## src/rtl/pipe_pkg.sv

```systemverilog
// pipe_pkg: shared types and helpers for the pipe scroller.
//   col_state_t  - column generator state (gap columns / pipe columns)
//   lfsr_next    - 8-bit Fibonacci LFSR next state (taps 7,5,4,3)
//   gap_lo_calc  - lowest gap row for a pipe: 1 + (lfsr mod (rows-gap-1)),
//                  which keeps the gap clear of row 0 and row rows-1
package pipe_pkg;

  typedef enum logic [0:0] {
    GAP_COLS  = 1'b0,
    PIPE_COLS = 1'b1
  } col_state_t;

  function automatic logic [7:0] lfsr_next(input logic [7:0] s);
    return {s[6:0], s[7] ^ s[5] ^ s[4] ^ s[3]};
  endfunction

  function automatic int unsigned gap_lo_calc(input logic [7:0] s,
                                              input int unsigned rows,
                                              input int unsigned gap);
    return 32'd1 + (32'(s) % (rows - gap - 32'd1));
  endfunction

endpackage

```

## src/rtl/pipe_column_gen.sv

```systemverilog
// pipe_column_gen: produces the next column to shift into the frame.
//   clk, reset : clock, asynchronous active-high reset
//   advance    : frame advances this cycle; steps the column FSM
//   restart    : synchronous clear of FSM and column counter (LFSR keeps running)
//   new_col    : column to insert at frame[0]; all zeros between pipes,
//                all ones except GAP rows starting at gap_lo inside a pipe
module pipe_column_gen
  import pipe_pkg::*;
#(
  parameter int unsigned ROWS    = 16,
  parameter int unsigned GAP     = 4,
  parameter int unsigned PIPE_W  = 2,
  parameter int unsigned SPACING = 6,
  parameter logic [7:0]  SEED    = 8'hA5
) (
  input  logic            clk,
  input  logic            reset,
  input  logic            advance,
  input  logic            restart,
  output logic [ROWS-1:0] new_col
);

  localparam int unsigned CNT_MAX = (PIPE_W > SPACING) ? PIPE_W : SPACING;
  localparam int unsigned CNT_W   = $clog2(CNT_MAX + 1);
  localparam int unsigned GL_W    = $clog2(ROWS);

  logic [7:0]       lfsr;
  col_state_t       state;
  logic [CNT_W-1:0] col_cnt;
  logic [GL_W-1:0]  gap_lo;

  // Free-running: only reset reloads it, so restarts still see fresh gaps.
  always_ff @(posedge clk or posedge reset) begin
    if (reset) lfsr <= SEED;
    else       lfsr <= lfsr_next(lfsr);
  end

  always_ff @(posedge clk or posedge reset) begin
    if (reset) begin
      state   <= GAP_COLS;
      col_cnt <= '0;
      gap_lo  <= '0;
    end else if (restart) begin
      state   <= GAP_COLS;
      col_cnt <= '0;
    end else if (advance) begin
      case (state)
        GAP_COLS: begin
          if (col_cnt == CNT_W'(SPACING - 1)) begin
            gap_lo  <= GL_W'(gap_lo_calc(lfsr, ROWS, GAP));
            col_cnt <= '0;
            state   <= PIPE_COLS;
          end else begin
            col_cnt <= col_cnt + 1'b1;
          end
        end
        PIPE_COLS: begin
          if (col_cnt == CNT_W'(PIPE_W - 1)) begin
            col_cnt <= '0;
            state   <= GAP_COLS;
          end else begin
            col_cnt <= col_cnt + 1'b1;
          end
        end
        default: begin
          col_cnt <= '0;
          state   <= GAP_COLS;
        end
      endcase
    end
  end

  always_comb begin
    int unsigned lo;
    lo      = 32'(gap_lo);
    new_col = '0;
    if (state == PIPE_COLS) begin
      new_col = '1;
      for (int unsigned r = 0; r < ROWS; r++) begin
        if (r >= lo && r < lo + GAP) new_col[r] = 1'b0;
      end
    end
  end

endmodule

```

## src/rtl/pipe_scroller.sv

```systemverilog
// pipe_scroller: scrolling pipe obstacle field for the LED-matrix game.
//   clk, reset : clock, asynchronous active-high reset
//   enable     : run scrolling; divider and frame hold while low
//   restart    : synchronous clear of frame, score, divider, step, pass
//   step_div   : clock cycles per scroll step (0 behaves as 1)
//   frame      : [COLS-1:0][ROWS-1:0] pixel map, index 0 = newest column
//   step       : one-cycle pulse with each newly shifted frame
//   pass       : one-cycle pulse when a pipe's trailing column leaves PASS_COL
//   score      : saturating count of passed pipes
module pipe_scroller
  import pipe_pkg::*;
#(
  parameter int unsigned ROWS     = 16,
  parameter int unsigned COLS     = 16,
  parameter int unsigned GAP      = 4,
  parameter int unsigned PIPE_W   = 2,
  parameter int unsigned SPACING  = 6,
  parameter int unsigned PASS_COL = 12,
  parameter int unsigned DIV_W    = 24,
  parameter int unsigned SCORE_W  = 8,
  parameter logic [7:0]  SEED     = 8'hA5
) (
  input  logic                      clk,
  input  logic                      reset,
  input  logic                      enable,
  input  logic                      restart,
  input  logic [DIV_W-1:0]          step_div,
  output logic [COLS-1:0][ROWS-1:0] frame,
  output logic                      step,
  output logic                      pass,
  output logic [SCORE_W-1:0]        score
);

  logic [DIV_W-1:0] div_cnt;
  logic [DIV_W-1:0] div_limit;
  logic             advance;
  logic             crossing;
  logic [ROWS-1:0]  new_col;

  // Equality compare only: a divider already past a lowered limit runs on
  // through the wrap before it matches again.
  always_comb begin
    div_limit = (step_div == '0) ? '0 : step_div - 1'b1;
    advance   = enable && (div_cnt == div_limit);
    crossing  = (frame[PASS_COL] != '0) && (frame[PASS_COL-1] == '0);
  end

  pipe_column_gen #(
    .ROWS    (ROWS),
    .GAP     (GAP),
    .PIPE_W  (PIPE_W),
    .SPACING (SPACING),
    .SEED    (SEED)
  ) u_colgen (
    .clk     (clk),
    .reset   (reset),
    .advance (advance),
    .restart (restart),
    .new_col (new_col)
  );

  always_ff @(posedge clk or posedge reset) begin
    if (reset) begin
      div_cnt <= '0;
      frame   <= '0;
      step    <= 1'b0;
      pass    <= 1'b0;
      score   <= '0;
    end else if (restart) begin
      div_cnt <= '0;
      frame   <= '0;
      step    <= 1'b0;
      pass    <= 1'b0;
      score   <= '0;
    end else begin
      step <= advance;
      pass <= advance && crossing;
      if (enable) begin
        div_cnt <= advance ? '0 : div_cnt + 1'b1;
      end
      if (advance) begin
        frame <= {frame[COLS-2:0], new_col};
        if (crossing && (score != '1)) score <= score + 1'b1;
      end
    end
  end

endmodule

```

## config.mk

```make
export PLATFORM = sky130hd
export DESIGN_NAME = pipe_scroller
export DESIGN_NICKNAME = d
export VERILOG_FILES = /design/src/rtl/pipe_pkg.sv /design/src/rtl/pipe_column_gen.sv /design/src/rtl/pipe_scroller.sv
export SDC_FILE = /design/constraint.sdc
export NUM_CORES = 1
export LEC_CHECK = 0
export CORE_MARGIN = 4
export CORE_UTILIZATION = 40
export DETAILED_ROUTE_END_ITERATION = 10
export SYNTH_ARGS = -nofsm -noshare
export SYNTH_HDL_FRONTEND = slang
export SYNTH_SLANG_ARGS = --single-unit
```

## constraint.sdc

```tcl
create_clock -name clk -period 13.2 [get_ports clk]
set_input_delay 1.98 -clock clk [delete_from_list [all_inputs] [get_ports clk]]
set_output_delay 1.98 -clock clk [all_outputs]
set_load 0.01 [all_outputs]
```

Word level (Yosys, flattened, before mapping)
Cells that the tools add are included.
{"block": "op_classes", "add_sub_neg": 6, "div_mod_pow": 1, "n_lt_le_gt_ge": 31, "eq_ne": 4, "mux": 38, "bitwise_logic": 5, "n_reduce_logical": 27}
{"cell": "$mux W256", "n": 2}
{"cell": "$lt A4 B32 Y1 const A", "n": 8}
{"cell": "$lt A3 B32 Y1 const A", "n": 4}
{"cell": "$mux W24", "n": 4}
{"cell": "$lt A1 B32 Y1 const A", "n": 2}
{"cell": "$lt A2 B32 Y1 const A", "n": 2}
{"cell": "$mod A8 B4 Y32 const B", "n": 1}
{"cell": "$ge A4 B4 Y1 const A", "n": 7}
{"cell": "$add A24 B1 Y24 const B", "n": 1}
{"cell": "$eq A24 B24 Y1", "n": 1}
{"cell": "$logic_not A24 Y1", "n": 1}
{"cell": "$mux W8", "n": 3}
{"cell": "$sub A24 B1 Y24 const B", "n": 1}
{"cell": "$mux W1", "n": 22}
{"cell": "$logic_and A1 B1 Y1", "n": 19}
{"cell": "$ge A3 B4 Y1 const A", "n": 4}
{"cell": "$logic_not A16 Y1", "n": 1}
{"cell": "$mux W16", "n": 1}
{"cell": "$reduce_bool A16 Y1", "n": 1}
{"cell": "$mux W3", "n": 4}
{"cell": "$add A8 B1 Y8 const B", "n": 1}
{"cell": "$ge A1 B4 Y1 const A", "n": 2}
{"cell": "$ge A2 B4 Y1 const A", "n": 2}
{"cell": "$ne A8 B8 Y1 const B", "n": 1}
{"cell": "12 further kinds", "n": 17}
{"block": "totals", "ff_bits": 306, "in_bits": 28, "output_inout_bits": 266, "word_cells": 136}

Logic depth before layout (Yosys ltp)
{"block": "logic_depth", "ltp_word": 7, "mapped_depth": 24, "ltp_nobuf": 24}

By module
A second synthesis with hierarchy kept.
{"block": "hier_totals", "hier_cells": 1812, "area_unflattened_um2": 16245.6}
{"mod": "pipe_scroller", "instances": 1, "cells_each": 1533, "area_each_um2": 14071.0, "seq_area_each_um2": 7257.0}
{"mod": "pipe_column_gen", "instances": 1, "cells_each": 279, "area_each_um2": 2174.6, "seq_area_each_um2": 405.4}

Least setup slack after synthesis
Ideal clock, no wire load.
{"block": "synth_path", "path_type": "in2reg", "startpoint": "input step_div[5]", "endpoint": "register u_colgen.gap_lo[1]", "setup_time_ns": 0.128, "arrival_ns": 5.919, "required_ns": 13.072, "slack_ns": 7.154, "cell_stages": 13, "n_path_buf": 2, "path_cell_list": "or4_1 clkbuf_2 or4_4 or3_1 xor2_1 xnor2_1 or4b_2 a31o_2 and4bb_2 buf_2 nand2_2 or4_4 mux2_1"}
{"block": "synth_between", "elab_chain_cells": 5, "elab_cells_between_ends": 6, "classes_between": "1 x add/sub; 1 x eq/ne; 1 x mux; 3 x reduce/logical"}
{"item": "start: declaration", "line": "pipe_scroller.sv:27", "source": "input logic [DIV_W-1:0] step_div,"}
{"item": "$sub A24 B1 Y24 / $logic_not A24 Y1 (equally long branches)", "line": "pipe_scroller.sv:43", "source": "div_limit = (step_div == '0) ? '0 : step_div - 1'b1;"}
{"item": "$mux W24 *", "line": "pipe_scroller.sv:43"}
{"item": "$eq A24 B24 Y1 *", "line": "pipe_scroller.sv:44", "source": "advance = enable && (div_cnt == div_limit);"}
{"item": "$logic_and A1 B1 Y1 *", "line": "pipe_scroller.sv:44"}
{"item": "$reduce_and A4 Y1 (no line) *"}
{"item": "end signal: assignment", "line": "pipe_column_gen.sv:50", "source": "gap_lo <= GL_W'(gap_lo_calc(lfsr, ROWS, GAP));"}
{"item": "end: declaration", "line": "pipe_column_gen.sv:30", "source": "logic [GL_W-1:0] gap_lo;"}
Every way passes the cells marked *; elsewhere a longest branch is shown, timed or not.
A chain may end at the register's enable or synchronous reset.

Worst setup path in the final report
{"block": "layout_path", "startpoint": "input step_div[0]", "endpoint": "register frame[0] (netlist bit)"}
{"block": "layout_between", "elab_chain_cells": 5, "elab_cells_between_ends": 6, "classes_between": "1 x add/sub; 1 x eq/ne; 1 x mux; 3 x reduce/logical"}
{"item": "$sub A24 B1 Y24 / $logic_not A24 Y1 (equally long branches)", "line": "pipe_scroller.sv:43"}
{"item": "$mux W24 *", "line": "pipe_scroller.sv:43"}
{"item": "$eq A24 B24 Y1 *", "line": "pipe_scroller.sv:44"}
{"item": "$logic_and A1 B1 Y1 *", "line": "pipe_scroller.sv:44"}
{"item": "$reduce_bool A2 Y1 (no line) *"}
{"item": "end signal: assignment", "line": "pipe_scroller.sv:82", "source": "frame <= {frame[COLS-2:0], new_col};"}
{"item": "end: declaration", "line": "pipe_scroller.sv:28", "source": "output logic [COLS-1:0][ROWS-1:0] frame,"}
Marks and branches as above.

==> metrics.yaml <==
start_kind: "input pin"
wl_um: 44000
ys_ff_latch: 306
hpwlAfterDp_um: 29400
setup_slack_ps: 5530
nets: 1966
drc: 0
finClkSkew_ps: 30.1
slew_violations: 0
area_delta_synth_final_pct: 29.0
r2r_cells: 24
yosys.cell_types.count: 79
final_area_um2: 19000
worstHoldPathType: "reg -> reg"
outcome: "complete, no violations"
die_h_um: 200
grt_setup_unrepaired: "no"
period_needed_ps: 7670
synth-edff-count: 0
seq_area_frac_synth_pct: 52.0
io-pin-count: 294
rrSetupSlack_ps: 6110
synthesis.nets: 1744
core_area_um2: 36400
worstMarginPinSlew_ps: 1290
drtIter0Drc: 1135
fin_crit_sh_pct: 58.1
final.setup.tns_ps: 0
reg2reg_from: "u_colgen.lfsr[4]"
whs_ps: 481
rr_endpoint: "u_colgen.gap_lo[2]"
max_freq_mhz: 130
grt_overflow_total: 0
regArea_um2: 7660
numCtsBuffers: 35
yosysTopAreaCell: "dfrtp_1"
crit_arrival_ps: 8100
met2_usage_pct: 32.7
fillers: 3460
required_ps: 13630
clockBufferDepth: 3
finalHoldViolCount: 0
synth.avg_cell_area_um2: 8.65
ir_worst_vdd_mv: 0.0944
met1_usage_pct: 29.8
grt_pass1_vias: 12400
layout-drive-gt1-share_pct: 4.87
crit_end: "frame[0]"
ant_nets: 0
via_count: 12900
cts_root_buffer: "clkbuf_16"
setup_viol: 0
antenna_found_initial: 0
row_count: 70
drt_pass1_iterations: 5
vias_per_cell: 5.34
multiInputGateArea_um2: 6550
fp.dieW_um: 200
yosysTopAreaCellShare_pct: 51.3
p_per_area_nw_per_um2: 101
grt_pass1_wl_um: 69200
crit_type: "in -> reg"
crit_start: "step_div[0]"
grt_use_met3_pct: 5.61
dieArea_um2: 40000
cts_tree: "yes"
busiest_layer: "met2"
synth_area_leaders: "dfrtp_1, nand2_1, a21oi_1"
cts.hold.buffers_added: 0
syn-instance-count: 1703
clock_sinks: 306
post_cts_buffers: 0
cts_max_level: 2
cts_resized: 0
diodes: 0
setup.worst_path.end_class: "register"
cap_violations: 0
grt_start_max_net_pins: 261
grt_usage_pct: 21.2
postPlaceCellArea_um2: 17900
clkLatencyLatePin_ps: 530
routedWlPerCell_um: 18.2
gp_congestion: 0.850
synth_ff_type: "dfrtp_1"
leakage_nw: 7.47
clkTransAtPathRegs_ps: 60
path_max_fanout: 95
synthesis.area_um2: 14700
port_buffers: 293
synthArstFlopShare_pct: 100
yosysWarnings: 0
relSlewSlack_pct: 13.3
preCtsSetupSlack_ps: 5000
start_util_pct: 40.4
## layer usage
metal	wire length [um]	vias up
li1	-	6220
met1	19200	6258
met2	20400	373
met3	3310	64
met4	1170	0
met5	0	-
## flip-flops by register name, indices dropped and copies added (netlist names)
register and count:
u_colgen.gap_lo 4, u_colgen.col_cnt 3, step 1, u_colgen.lfsr 8
div_cnt 24, u_colgen.state 1, score 8, pass 1
frame 256
## logic make-up (layout without fill, tap and decap cells)
kind of cell | count (synthesis) | after routing | share of synthesized area [%]
flip-flops | 306 | 306 | 52.0
adder cells (fa/ha/maj) | 14 | 14 | 1.17
AND/OR/NAND/NOR | 778 | 778 | 23.3
XOR/XNOR | 69 | 69 | 4.20
buffers and inverters | 139 | 385 | 3.63
AO/OA/AOI/OAI | 384 | 384 | 14.8
multiplexers | 13 | 13 | 0.926
## cell type report
type	count	area share [%]
clock buffers	50	5.33
clock inverters	11	0.388
flip-flops and latches	306	40.3
well taps	468	3.08
inverters	23	0.494
multi-input cells	1258	34.5
repair buffers	301	15.9
## cell usage after synthesis (4+ instances only)
| cell | instances |
|---|---|
| and2_1 | 5 |
| xor2_1 | 33 |
| nor3_2 | 5 |
| o211ai_1 | 8 |
| buf_1 | 5 |
| xnor2_1 | 35 |
| nand3_1 | 26 |
| o21ai_0 | 24 |
| nor3b_1 | 4 |
| nor3_1 | 19 |
| nand4_1 | 13 |
| nand4b_1 | 4 |
| inv_1 | 23 |
| or2_2 | 6 |
| nand3b_1 | 5 |
| nor4_1 | 17 |
| buf_2 | 6 |
| mux2_2 | 4 |
| a32oi_1 | 5 |
| a211oi_1 | 5 |
| dfstp_2 | 4 |
| o21a_1 | 5 |
| nor2_1 | 68 |
| or3_1 | 13 |
| a31oi_1 | 6 |
| a21oi_1 | 277 |
| a31o_2 | 4 |
| nand2_1 | 537 |
| clkbuf_1 | 103 |
| o32ai_1 | 4 |
| mux2i_1 | 8 |
| o22ai_1 | 5 |
| nand2b_1 | 10 |
| ha_1 | 13 |
| and3_1 | 11 |
| or4_1 | 10 |
| nor2b_1 | 9 |
| dfrtp_1 | 302 |
## layout by cell type, fill, tap and decap left out, drive strengths merged, types with 10 or more instances in the layout
cell type,synthesis,routed
ha,13,13
or3,13,13
nor4,20,20
xnor2,35,35
nand4,13,13
o21ai,27,27
inv,23,25
a21oi,277,277
xor2,33,33
clkbuf,104,51
or4,12,12
dfrtp,302,302
nor3,24,24
and3,11,11
nand3,26,26
nand2,538,538
clkdlybuf4s50,0,292
nor2,68,68
nand2b,10,10
## critical path, cell delays in order
cell and delay [ps]:
clkdlybuf4s50_1 480, inv_1 110, ha_1 200, or4b_1 570, nor3_1 690, nand3_1 570, a211o_1 400, o311ai_0 140
nand4_1 200, nor4_2 340, and4bb_4 280, buf_4 770, buf_4 750, o311ai_0 290, a21oi_1 190
## how the worst min path moves through the flow
| stage | depth (start not counted) | start | slack [ps] | endpoint |
|---|---|---|---|---|
| detailed placement | 0 | u_colgen.lfsr[0] | 460 | u_colgen.lfsr[1] |
| floorplan | 0 | u_colgen.lfsr[5] | 400 | u_colgen.lfsr[6] |
| global placement | 0 | u_colgen.lfsr[0] | 470 | u_colgen.lfsr[1] |
| CTS | 0 | u_colgen.lfsr[0] | 480 | u_colgen.lfsr[1] |
| global route | 0 | u_colgen.lfsr[0] | 490 | u_colgen.lfsr[1] |
| finish | 0 | u_colgen.lfsr[0] | 480 | u_colgen.lfsr[1] |
## through the flow
stage	std cells	util [%]	total power [W]
after CTS	2417	52.2	0.00196
after floorplan	1703	-	0.000998
final	2417	52.2	0.00193
after detailed placement	2356	49.2	0.00102
after global placement	2356	49.2	0.00102
after global routing	2417	52.2	0.00200
## report_power, final
part	switching [W]	total (W)	internal [W]
registers	0.000000811	0.000940	0.000939
logic	0.0000478	0.0000649	0.0000171
clock network	0.000387	0.000923	0.000536
total	0.000435	0.00193	0.00149
(Power assumes the default switching activity.)
